==> src/rtl/rv32i_pkg.sv <==
// Shared RV32I definitions: fetch FSM states, instruction geometry and
// small address helpers used by the fetch sequencer and its PC unit.
package rv32i_pkg;

    localparam int          XLEN_DEFAULT = 32;
    localparam logic [31:0] INSTR_BYTES  = 32'd4;
    localparam logic [31:0] NOP_INSTR    = 32'h0000_0013;

    typedef enum logic [1:0] {
        S_REQ  = 2'd0,
        S_WAIT = 2'd1,
        S_HOLD = 2'd2
    } fetch_state_t;

    // Force an address onto a 4-byte instruction boundary.
    function automatic logic [31:0] align_word(input logic [31:0] addr);
        return addr & ~32'h0000_0003;
    endfunction

    // True when the low address bits do not describe a word boundary.
    function automatic logic is_misaligned(input logic [1:0] addr_lsb);
        return (addr_lsb != 2'b00);
    endfunction

endpackage

==> src/rtl/pc_reg_unit.sv <==
// Architectural PC register with sequential +4 advance, redirect mux
// (redirect wins and is forced word-aligned) and misalignment flag.
module pc_reg_unit
    import rv32i_pkg::*;
#(
    parameter int              XLEN     = 32,
    parameter logic [XLEN-1:0] RESET_PC = 32'h0000_0000
)(
    input  logic            clk,
    input  logic            rst,
    input  logic            redirect,
    input  logic [XLEN-1:0] redirect_pc,
    input  logic            seq_load,
    input  logic [XLEN-1:0] seq_base,
    output logic [XLEN-1:0] pc,
    output logic            misalign_pulse
);

    logic [XLEN-1:0] pc_r;
    logic [XLEN-1:0] pc_next_s;
    logic            misalign_r;

    // Next-PC selection: redirect target first, then sequential advance, else hold.
    always_comb begin
        pc_next_s = pc_r;
        if (redirect) begin
            pc_next_s = align_word(redirect_pc);
        end else if (seq_load) begin
            pc_next_s = seq_base + INSTR_BYTES;
        end else begin
            pc_next_s = pc_r;
        end
    end

    // PC register and one-cycle misalignment flag, cleared by reset.
    always_ff @(posedge clk or posedge rst) begin
        if (rst) begin
            pc_r       <= RESET_PC;
            misalign_r <= 1'b0;
        end else begin
            pc_r       <= pc_next_s;
            misalign_r <= redirect && is_misaligned(redirect_pc[1:0]);
        end
    end

    assign pc             = pc_r;
    assign misalign_pulse = misalign_r;

endmodule

==> src/rtl/fetch_pc_ctrl.sv <==
// Instruction-fetch sequencer: one outstanding imem request at a time,
// registered {pc, instr} presentation to decode, and flush of wrong-path
// fetches when execute redirects.
module fetch_pc_ctrl
    import rv32i_pkg::*;
#(
    parameter int              XLEN     = 32,
    parameter logic [XLEN-1:0] RESET_PC = 32'h0000_0000
)(
    input  logic            clk,
    input  logic            rst,
    output logic            imem_req_valid,
    input  logic            imem_req_ready,
    output logic [XLEN-1:0] imem_req_addr,
    input  logic            imem_rsp_valid,
    input  logic [31:0]     imem_rsp_data,
    input  logic            redirect,
    input  logic [XLEN-1:0] redirect_pc,
    output logic            if_valid,
    input  logic            if_ready,
    output logic [XLEN-1:0] if_pc,
    output logic [31:0]     if_instr,
    output logic            misalign_pulse
);

    fetch_state_t    state_r;
    logic            drop_r;
    logic [XLEN-1:0] fetch_pc_r;
    logic            if_valid_r;
    logic [XLEN-1:0] if_pc_r;
    logic [31:0]     if_instr_r;
    logic [XLEN-1:0] pc_s;
    logic            req_hs_s;
    logic            seq_load_s;

    assign req_hs_s   = (state_r == S_REQ) && imem_req_ready;
    // Only a good (not stale) response advances the PC; redirect priority is in the PC unit.
    assign seq_load_s = (state_r == S_WAIT) && imem_rsp_valid && !drop_r;

    pc_reg_unit #(
        .XLEN     (XLEN),
        .RESET_PC (RESET_PC)
    ) u_pc_reg (
        .clk            (clk),
        .rst            (rst),
        .redirect       (redirect),
        .redirect_pc    (redirect_pc),
        .seq_load       (seq_load_s),
        .seq_base       (fetch_pc_r),
        .pc             (pc_s),
        .misalign_pulse (misalign_pulse)
    );

    // Fetch FSM with registered decode-side outputs and stale-response tracking.
    always_ff @(posedge clk or posedge rst) begin
        if (rst) begin
            state_r    <= S_REQ;
            drop_r     <= 1'b0;
            fetch_pc_r <= RESET_PC;
            if_valid_r <= 1'b0;
            if_pc_r    <= '0;
            if_instr_r <= 32'h0000_0000;
        end else begin
            case (state_r)
                S_REQ: begin
                    if (req_hs_s) begin
                        fetch_pc_r <= pc_s;
                        drop_r     <= redirect;
                        state_r    <= S_WAIT;
                    end
                end
                S_WAIT: begin
                    if (imem_rsp_valid) begin
                        if (drop_r || redirect) begin
                            // Wrong-path response: discard and refetch from the new PC.
                            drop_r  <= 1'b0;
                            state_r <= S_REQ;
                        end else begin
                            if_instr_r <= imem_rsp_data;
                            if_pc_r    <= fetch_pc_r;
                            if_valid_r <= 1'b1;
                            state_r    <= S_HOLD;
                        end
                    end else if (redirect) begin
                        drop_r <= 1'b1;
                    end
                end
                S_HOLD: begin
                    // A redirect flushes the held instruction even if decode accepts it.
                    if (redirect || if_ready) begin
                        if_valid_r <= 1'b0;
                        state_r    <= S_REQ;
                    end
                end
                default: begin
                    state_r    <= S_REQ;
                    drop_r     <= 1'b0;
                    if_valid_r <= 1'b0;
                end
            endcase
        end
    end

    assign imem_req_valid = (state_r == S_REQ);
    assign imem_req_addr  = pc_s;
    assign if_valid       = if_valid_r;
    assign if_pc          = if_pc_r;
    assign if_instr       = if_instr_r;

endmodule

==> config.mk <==
export PLATFORM = sky130hd
export DESIGN_NAME = fetch_pc_ctrl
export DESIGN_NICKNAME = d
export VERILOG_FILES = /design/src/rtl/rv32i_pkg.sv /design/src/rtl/pc_reg_unit.sv /design/src/rtl/fetch_pc_ctrl.sv
export SDC_FILE = /design/constraint.sdc
export NUM_CORES = 1
export LEC_CHECK = 0
export ABC_AREA = 1
export BUFFER_PORTS_ARGS = -buffer_cell sky130_fd_sc_hd__clkbuf_2
export CAP_MARGIN = 30
export CORE_MARGIN = 10
export CORE_UTILIZATION = 47
export DETAILED_ROUTE_END_ITERATION = 12
export HOLD_SLACK_MARGIN = 0.1
export MAX_ROUTING_LAYER = met4
export PLACE_DENSITY = 0.82
export SKIP_LAST_GASP = 1
export SYNTH_ARGS = -nofsm -noshare
export SYNTH_HDL_FRONTEND = slang
export SYNTH_SLANG_ARGS = --single-unit
export TNS_END_PERCENT = 10
==> constraint.sdc <==
create_clock -name clk -period 4.8 [get_ports clk]
set_clock_uncertainty 0.1 [all_clocks]
set_input_delay 0.96 -clock clk [delete_from_list [all_inputs] [get_ports clk]]
set_output_delay 0.96 -clock clk [all_outputs]
set_load 0.1 [all_outputs]
Word-level counts from Yosys, hierarchy flattened
Index checks and enable logic that the tools add are counted.

Reduce and logical (&&, ||, !) cells: 15. Add/sub/neg operators: 1. Equal/unequal tests: 8. Multiplexer cells: 16. Bitwise logic cells: 3.

Operators by type and width (number): two-way mux 32 bit (2); adder 32 x 3 -> 32 bit (second input constant) (1); two-way mux 2 bit (4); AND reduction 4 bit (2); two-way mux 1 bit (7); != test 2 bit (second input constant) (3); case mux 1 bit (3 select lines) (2); case mux 2 bit (3 select lines) (1); AND reduction 3 bit (2); logical AND 1 bit (4); nonzero test 2 bit (2); != test 3 x 2 -> 1 bit (second input constant) (1); != test 3 bit (second input constant) (1); NOT 1 bit (3); equality test 2 x 1 -> 1 bit (second input constant) (1); equality test 2 bit (second input constant) (1); zero test 2 bit (1); logical OR 1 bit (2); != test 2 x 1 -> 1 bit (second input constant) (1); AND reduction 2 bit (1); zero test 1 bit (1).

Bits of input ports: 70. Bits in registers: 133. Output and inout port bits: 99.

Depth between registers and ports, before layout
Gate-level depths: netlist (run 1).

Word-level depth: 5. Gate-level depth with buffers: 10.

Modules after synthesis
Synthesis (run 1) repeated with hierarchy kept, for this count alone.

Cells, all modules: 724. Area, all modules: 6147.1 um^2.

Modules (own cells, without submodules): fetch_pc_ctrl (sequential area each 2502.4 um^2, times used 1, area each 3951.3 um^2, cells each 413); pc_reg_unit (sequential area each 825.8 um^2, times used 1, area each 2195.9 um^2, cells each 311).

Least setup slack after synthesis (run 1)
Ideal clock, no wire load.

Path kind: register to output. From: register state_r[0]. To: output imem_req_valid. Slack: 2.485 ns. Arrival: 1.255 ns. Data required time: 3.740 ns. Path buffers: 0. Cell stages (with the launch flop): 2. Cells stage by stage: dfrtp_1 > nor2_2.

Word-level cells in the longest chain between the ends: 1.

Ends and longest elaborated chain: start, declared (line fetch_pc_ctrl.sv:26) `fetch_state_t state_r;`; start signal, assigned (line fetch_pc_ctrl.sv:57) `state_r <= S_REQ;`; start signal, assigned (line fetch_pc_ctrl.sv:69) `state_r <= S_WAIT;`; start signal, assigned (line fetch_pc_ctrl.sv:77) `state_r <= S_REQ;`; zero test 2 bit (line fetch_pc_ctrl.sv:104) `assign imem_req_valid = (state_r == S_REQ);`; end, declared (line fetch_pc_ctrl.sv:12) `output logic imem_req_valid,`.

Every way passes these cells.

Worst setup path after layout (run 1)
Ends and elaborated chain as after synthesis.

==> metrics.cfg, run 1 <==
[hold_path]
hp-class=in2async

[floorplan]
placementRows=41
die_area_um2=17900
io_pins=169
core_um2=12700
dieHeight_um=134
start_util_pct=48.0
die_w_um=134

[logic_synthesis]
ys_warn_count=0
synthTopCellsByArea=dfrtp_1, nand2_1, o21ai_0, nor2_1, inv_1
async_flop_share_pct=100
synth-edff-count=0
seq_area_frac_synth_pct=54.7
synth_top_cell_by_area=dfrtp_1
avgSynthCellArea_um2=8.28
synth_cell_types=38
yosysMostFrequentCell=nand2_1
netlist_area_um2=6090
synth_top_area_share_pct=54.7
synth_nets=806
ys_ff_latch=133
synthCells=735
dominantRegCellSynth=dfrtp_1
synth_common_cells=nand2_1, dfrtp_1, nor2_1

[job]
maxCapViolCount=0

[final_layout]
nets=969
finalInstanceArea_um2=7670
n_fill_cell=1154
regArea_um2=3330
area_delta_synth_final_pct=26.0
post-route-util_pct=60.5
multi_input_area_um2=2370
antenna-diode-count=0
final_layout_size_suffix_gt1_share_pct=26.2

[place]
io_buffers=168
dpl-instance-area_um2=7070
gp_congestion=0.976
dpl.hpwl_um=12600

[cts]
cts.sinks=133
path_clk_slew_ns=0.06
cts_setup_buffers=0
cts_hold_buf=0
cts-resized-gates=0
numCtsBuffers=17
htree_num_levels=4
cts_tree=done
cts_buffer_depth=2
worstSkewPairLatency_ns=0.43
root_buffer=clkbuf_16

[sta]
fin_crit_sh_pct=54.7
relSlewSlack_pct=38.7
setup_tns_ns=0
rsz0062_at_grt=false
holdWs_ns=0.354
hold_viol=0
setup_viol=0
worst_slew_pin_slew_ns=0.919
fmax_mhz=381
min_period_ns=2.62
slew_violations=0

[detailed_routing]
detailroute.via_count=5383
antenna_left=0
routed_wl_um=17000
drt_iter0_markers=412
drc=0
avgRoutedWirePerCell_um=15.7
drtPass1Iterations=5
via_per_inst=4.97

[grt]
grt_pass1_vias=5617
grt_usage_pct=20.2
antenna_found_initial=0
grt_overflow=0
grt_pass1_wl_um=28000
grt_max_degree=102

[setup_path]
start_kind=flip-flop
worstSetupPathType=reg2out
crit_required_ns=3.74
reg2reg_slack_ns=2.79
cp_max_fo=4
worstPathArrival_ns=1.56
crit_path_end_kind=output pin

[status]
status=complete, no violations

## layout by cell type (no fill, tap or decap), drive strengths merged
cell,netlist,layout
a21o,1,1
a21oi,14,14
a31oi,1,1
and2,1,1
buf,22,7
bufinv,0,1
clkbuf,9,188
clkinv,0,6
clkinvlp,0,5
dfrtp,133,133
ha,1,1
inv,63,63
mux2,2,2
nand2,270,270
nand3,30,30
nand3b,3,3
nand4,11,11
nor2,77,77
nor3,2,2
o2111ai,1,1
o211ai,7,7
o21a,2,2
o21ai,63,63
o21bai,4,4
o221ai,1,1
o22ai,5,5
or2,2,2
xnor2,2,2
xor2,8,8
## metal layers
layer	wire length [um]	GRT usage [%]
met1	7470	25.1
met2	7530	29.0
met3	1650	7.84
met4	391	7.98
met5	0	-
## registers in the layout, indices dropped and copies added, names as in the netlist
| signal | flops |
|---|---|
| drop_r | 1 |
| fetch_pc_r | 32 |
| if_instr | 32 |
| if_pc | 32 |
| if_valid | 1 |
| state_r | 2 |
| u_pc_reg.misalign_pulse | 1 |
| u_pc_reg.pc | 32 |
## final cells by class
class,count,area share [%]
Tap cell,172,2.81
Timing Repair Buffer,175,12.3
Inverter,63,3.15
Clock inverter,12,1.37
Clock buffer,20,6.08
Multi-Input combinational cell,508,30.9
Sequential cell,133,43.4
## per-stage QoR
stage | std cells | worst slack [ns]
floorplan | 735 | 0.186
global placement | 1048 | 1.82
detailed placement | 1050 | 1.73
CTS | 1082 | 2.14
global route | 1083 | 2.06
finish | 1083 | 2.18
## final timing paths
| kind | depth (start not counted) | start | endpoint |
|---|---|---|---|
| setup / recovery | 2 | state_r[0]$_DFFE_PP0P_ | imem_req_valid |
| hold / removal | 2 | rst | if_instr[7]$_DFFE_PP0P_ |
| setup reg to reg | 7 | state_r[1]$_DFFE_PP0P_ | u_pc_reg.pc[19]$_DFFE_PP0P_ |
| hold reg to reg | 2 | if_pc[27]$_DFFE_PP0P_ | if_pc[27]$_DFFE_PP0P_ |
| max in group asynchronous | 4 | rst | fetch_pc_r[14]$_DFFE_PP0P_ |
| min in group clk | 2 | if_pc[27]$_DFFE_PP0P_ | if_pc[27]$_DFFE_PP0P_ |
## cell families (layout without fill, tap and decap cells)
kind of cell / count (synthesis) / after routing / share of synthesized area (%)
compound gates: 99 / 99 / 9.17
xor+xnor: 10 / 10 / 1.44
fa+ha+maj: 1 / 1 / 0.205
buf+inv: 94 / 270 / 6.60
flops: 133 / 133 / 54.7
mux: 2 / 2 / 0.370
simple gates: 396 / 396 / 27.6
## critical path, cell delays in order, from the launching register on
cell and delay [ns]:
dfrtp_1 0.41, nor2_2 0.22, clkbuf_2 0.51
Power of run 1 is not shown: default switching activity piles up to over one toggle a cycle in this logic, so the estimate is an artifact.
==> run 2: changes to the inputs <==
==> constraint.sdc (replaced) <==
create_clock -name clk -period 2.4 [get_ports clk]
set_clock_uncertainty 0.1 [all_clocks]
set_input_delay 0.48 -clock clk [delete_from_list [all_inputs] [get_ports clk]]
set_output_delay 0.48 -clock clk [all_outputs]
set_load 0.1 [all_outputs]
==> run 2 against run 1 <==
  * Final cell count is 0.55% higher
  * Hold slack worse by 0.20 ns
  * Global-route usage is 0.096 points higher
  * Final area is 1.2% higher
  * Worst setup slack worse by 1.9 ns
  * Via count is 2.2% higher
  * Register-to-register slack worse by 2.2 ns
  * Count of clock-buffer cells in the layout is 1 lower
  * Sequential share of layout area is 0.53 points lower
  * Critical path depth stayed put
  * Flip-flop and latch count stayed put
  * Critical endpoint unchanged
==> metrics.cfg, run 2 (same netlist as run 1, synthesis figures left out) <==
[status]
status=complete, no violations

[setup_path]
worstReg2RegEnd=u_pc_reg.pc[28]$_DFFE_PP0P_
crit_path_end_kind=output pin
cp_slowest_cell=clkbuf_2
critPathTopFamily=buffers and inverters
r2r-start=fetch_pc_r[2]$_DFFE_PP0P_
startpoint=state_r[0]$_DFFE_PP0P_
critical_path.endpoint=imem_req_valid
worstSetupPathDepth=2  ; unchanged
worstPathArrival_ns=1.56  ; about the same
slowest_delay_ns=0.52  ; about the same
start_kind=flip-flop
worstSetupPathType=reg2out
crit_chain=nor2_2 > clkbuf_2
reg2reg_slack_ns=0.57  ; -2.22 ns
cp_max_fo=4  ; unchanged
rr_worst_depth=8  ; +1
crit_required_ns=1.82  ; -1.92 ns
critPathBufInv=1  ; unchanged

[place]
io_buffers=168  ; unchanged
dpl.hpwl_um=12900  ; +2.2%
dpl-instance-area_um2=7130  ; +0.87%
pre_cts_ws_ns=0.534  ; -1.20 ns
dp.cells=1056  ; +0.57%
gp_congestion=0.945  ; -3.2%

[floorplan]
placementRows=41  ; unchanged
io_pins=169  ; unchanged
die_area_um2=17900  ; unchanged
die_w_um=134  ; unchanged
core_um2=12700  ; unchanged
start_util_pct=48.0  ; unchanged
dieHeight_um=134  ; unchanged

[cts]
worstSkewPairLatency_ns=0.42  ; about the same
cts-resized-gates=0  ; unchanged
numCtsBuffers=17  ; unchanged
cts_buffer_depth=2  ; unchanged
cts_hold_buf=1  ; +1
cts.sinks=133  ; unchanged
root_buffer=clkbuf_16
cts_tree=done
cts_setup_buffers=0  ; unchanged
path_clk_slew_ns=0.06  ; about the same
htree_num_levels=4  ; unchanged

[sta]
worst_slew_pin_slew_ns=0.578  ; -0.341 ns
slew_violations=0  ; unchanged
rsz0062_at_grt=false
setup_tns_ns=0  ; unchanged
setup_ws_ns=0.258  ; -1.92 ns
min_period_ns=2.14
hold_viol=0  ; unchanged
fmax_mhz=467
setup_viol=0  ; unchanged
fin_crit_sh_pct=89.3
relSlewSlack_pct=61.7  ; +23 points

[detailed_routing]
antenna_left=0  ; unchanged
via_per_inst=5.05  ; +1.7%
drc=0  ; unchanged
drtPass1Iterations=5  ; unchanged
routed_wl_um=17600  ; +3.2%
avgRoutedWirePerCell_um=16.1  ; +2.6%
drt_iter0_markers=525  ; +27%
detailroute.via_count=5504  ; +2.2%

[hold_path]
hp-class=in2reg

[grt]
grt_max_degree=102  ; unchanged
grt_overflow=0  ; unchanged
grt_usage_pct=20.3  ; +0.096 points
grt_pass1_vias=5436  ; -3.2%
grt_pass1_wl_um=28200  ; +0.81%
antenna_found_initial=0  ; unchanged

[final_layout]
nets=975  ; +0.62%
antenna-diode-count=0  ; unchanged
n_fill_cell=1112  ; -3.6%
instances_no_fill=1089  ; +0.55%
area_delta_synth_final_pct=27.6
finalInstanceArea_um2=7770  ; +1.2%
final_layout_size_suffix_gt1_share_pct=26.5  ; +0.26 points
mostFrequentLayoutCells=nand2_1, clkbuf_2, dfrtp_1
layout_commonest_cell=nand2_1

[job]
maxCapViolCount=0  ; unchanged

run 2: cell types whose count changed in the layout (fill, tap and decap cells not counted), moves of 2 or more:
cell       delta
bufinv_16     +3
clkbuf_8      -2
buf_12        +3
buf_4         +4
buf_16        -2
run 2: final cells by class:
class / count / area [um2] / share of cell area (%)
clock inverter: 13 / 180 / 2.32
multi-input combinational: 508 / 2370 / 30.5
clock buffer: 19 / 443 / 5.70
inverter: 63 / 240 / 3.09
tap: 172 / 215 / 2.77
sequential: 133 / 3330 / 42.9
timing repair buffer: 181 / 991 / 12.8
run 2: worst min-delay path by stage:
stage,startpoint,end,depth (start not counted)
finish,imem_rsp_data[4],if_instr[4]$_DFFE_PP0P_,3
global route,imem_rsp_data[6],if_instr[6]$_DFFE_PP0P_,3
CTS,imem_rsp_data[8],if_instr[8]$_DFFE_PP0P_,3
detailed placement,if_instr[17]$_DFFE_PP0P_,if_instr[17]$_DFFE_PP0P_,2
global placement,if_valid$_DFFE_PP0P_,if_valid$_DFFE_PP0P_,1
floorplan,fetch_pc_r[0]$_DFFE_PP0P_,fetch_pc_r[0]$_DFFE_PP0P_,2
run 2: worst register-to-register path: cells and delay by family (launching register included):
kind / cells / cell delay, ns
and+or+nand+nor: 6 / 0.75
DFF: 1 / 0.47
adders and majority gates: 1 / 0.25
buffers and inverters: 1 / 0.15
run 2: layer usage:
layer / wire (um) / part of all wire [%] / track usage [%] / up-vias
met5: 0 / 0 / - / -
met4: 244 / 1.4 / 6.17 / 0
met3: 1790 / 10 / 7.32 / 27
met2: 7830 / 45 / 29.4 / 256
met1: 7720 / 44 / 26.0 / 2562
li1: - / - / - / 2659
run 2: through the flow:
stage,util (%),hold slack (ns)
2_1_floorplan,-,0.353
3_3_place_gp,56.3,0.362
3_5_place_dp,56.3,0.364
4_1_cts,61.3,0.139
5_1_grt,61.3,0.146
6_report,61.3,0.149
Power of run 2 is left out for the same reason.
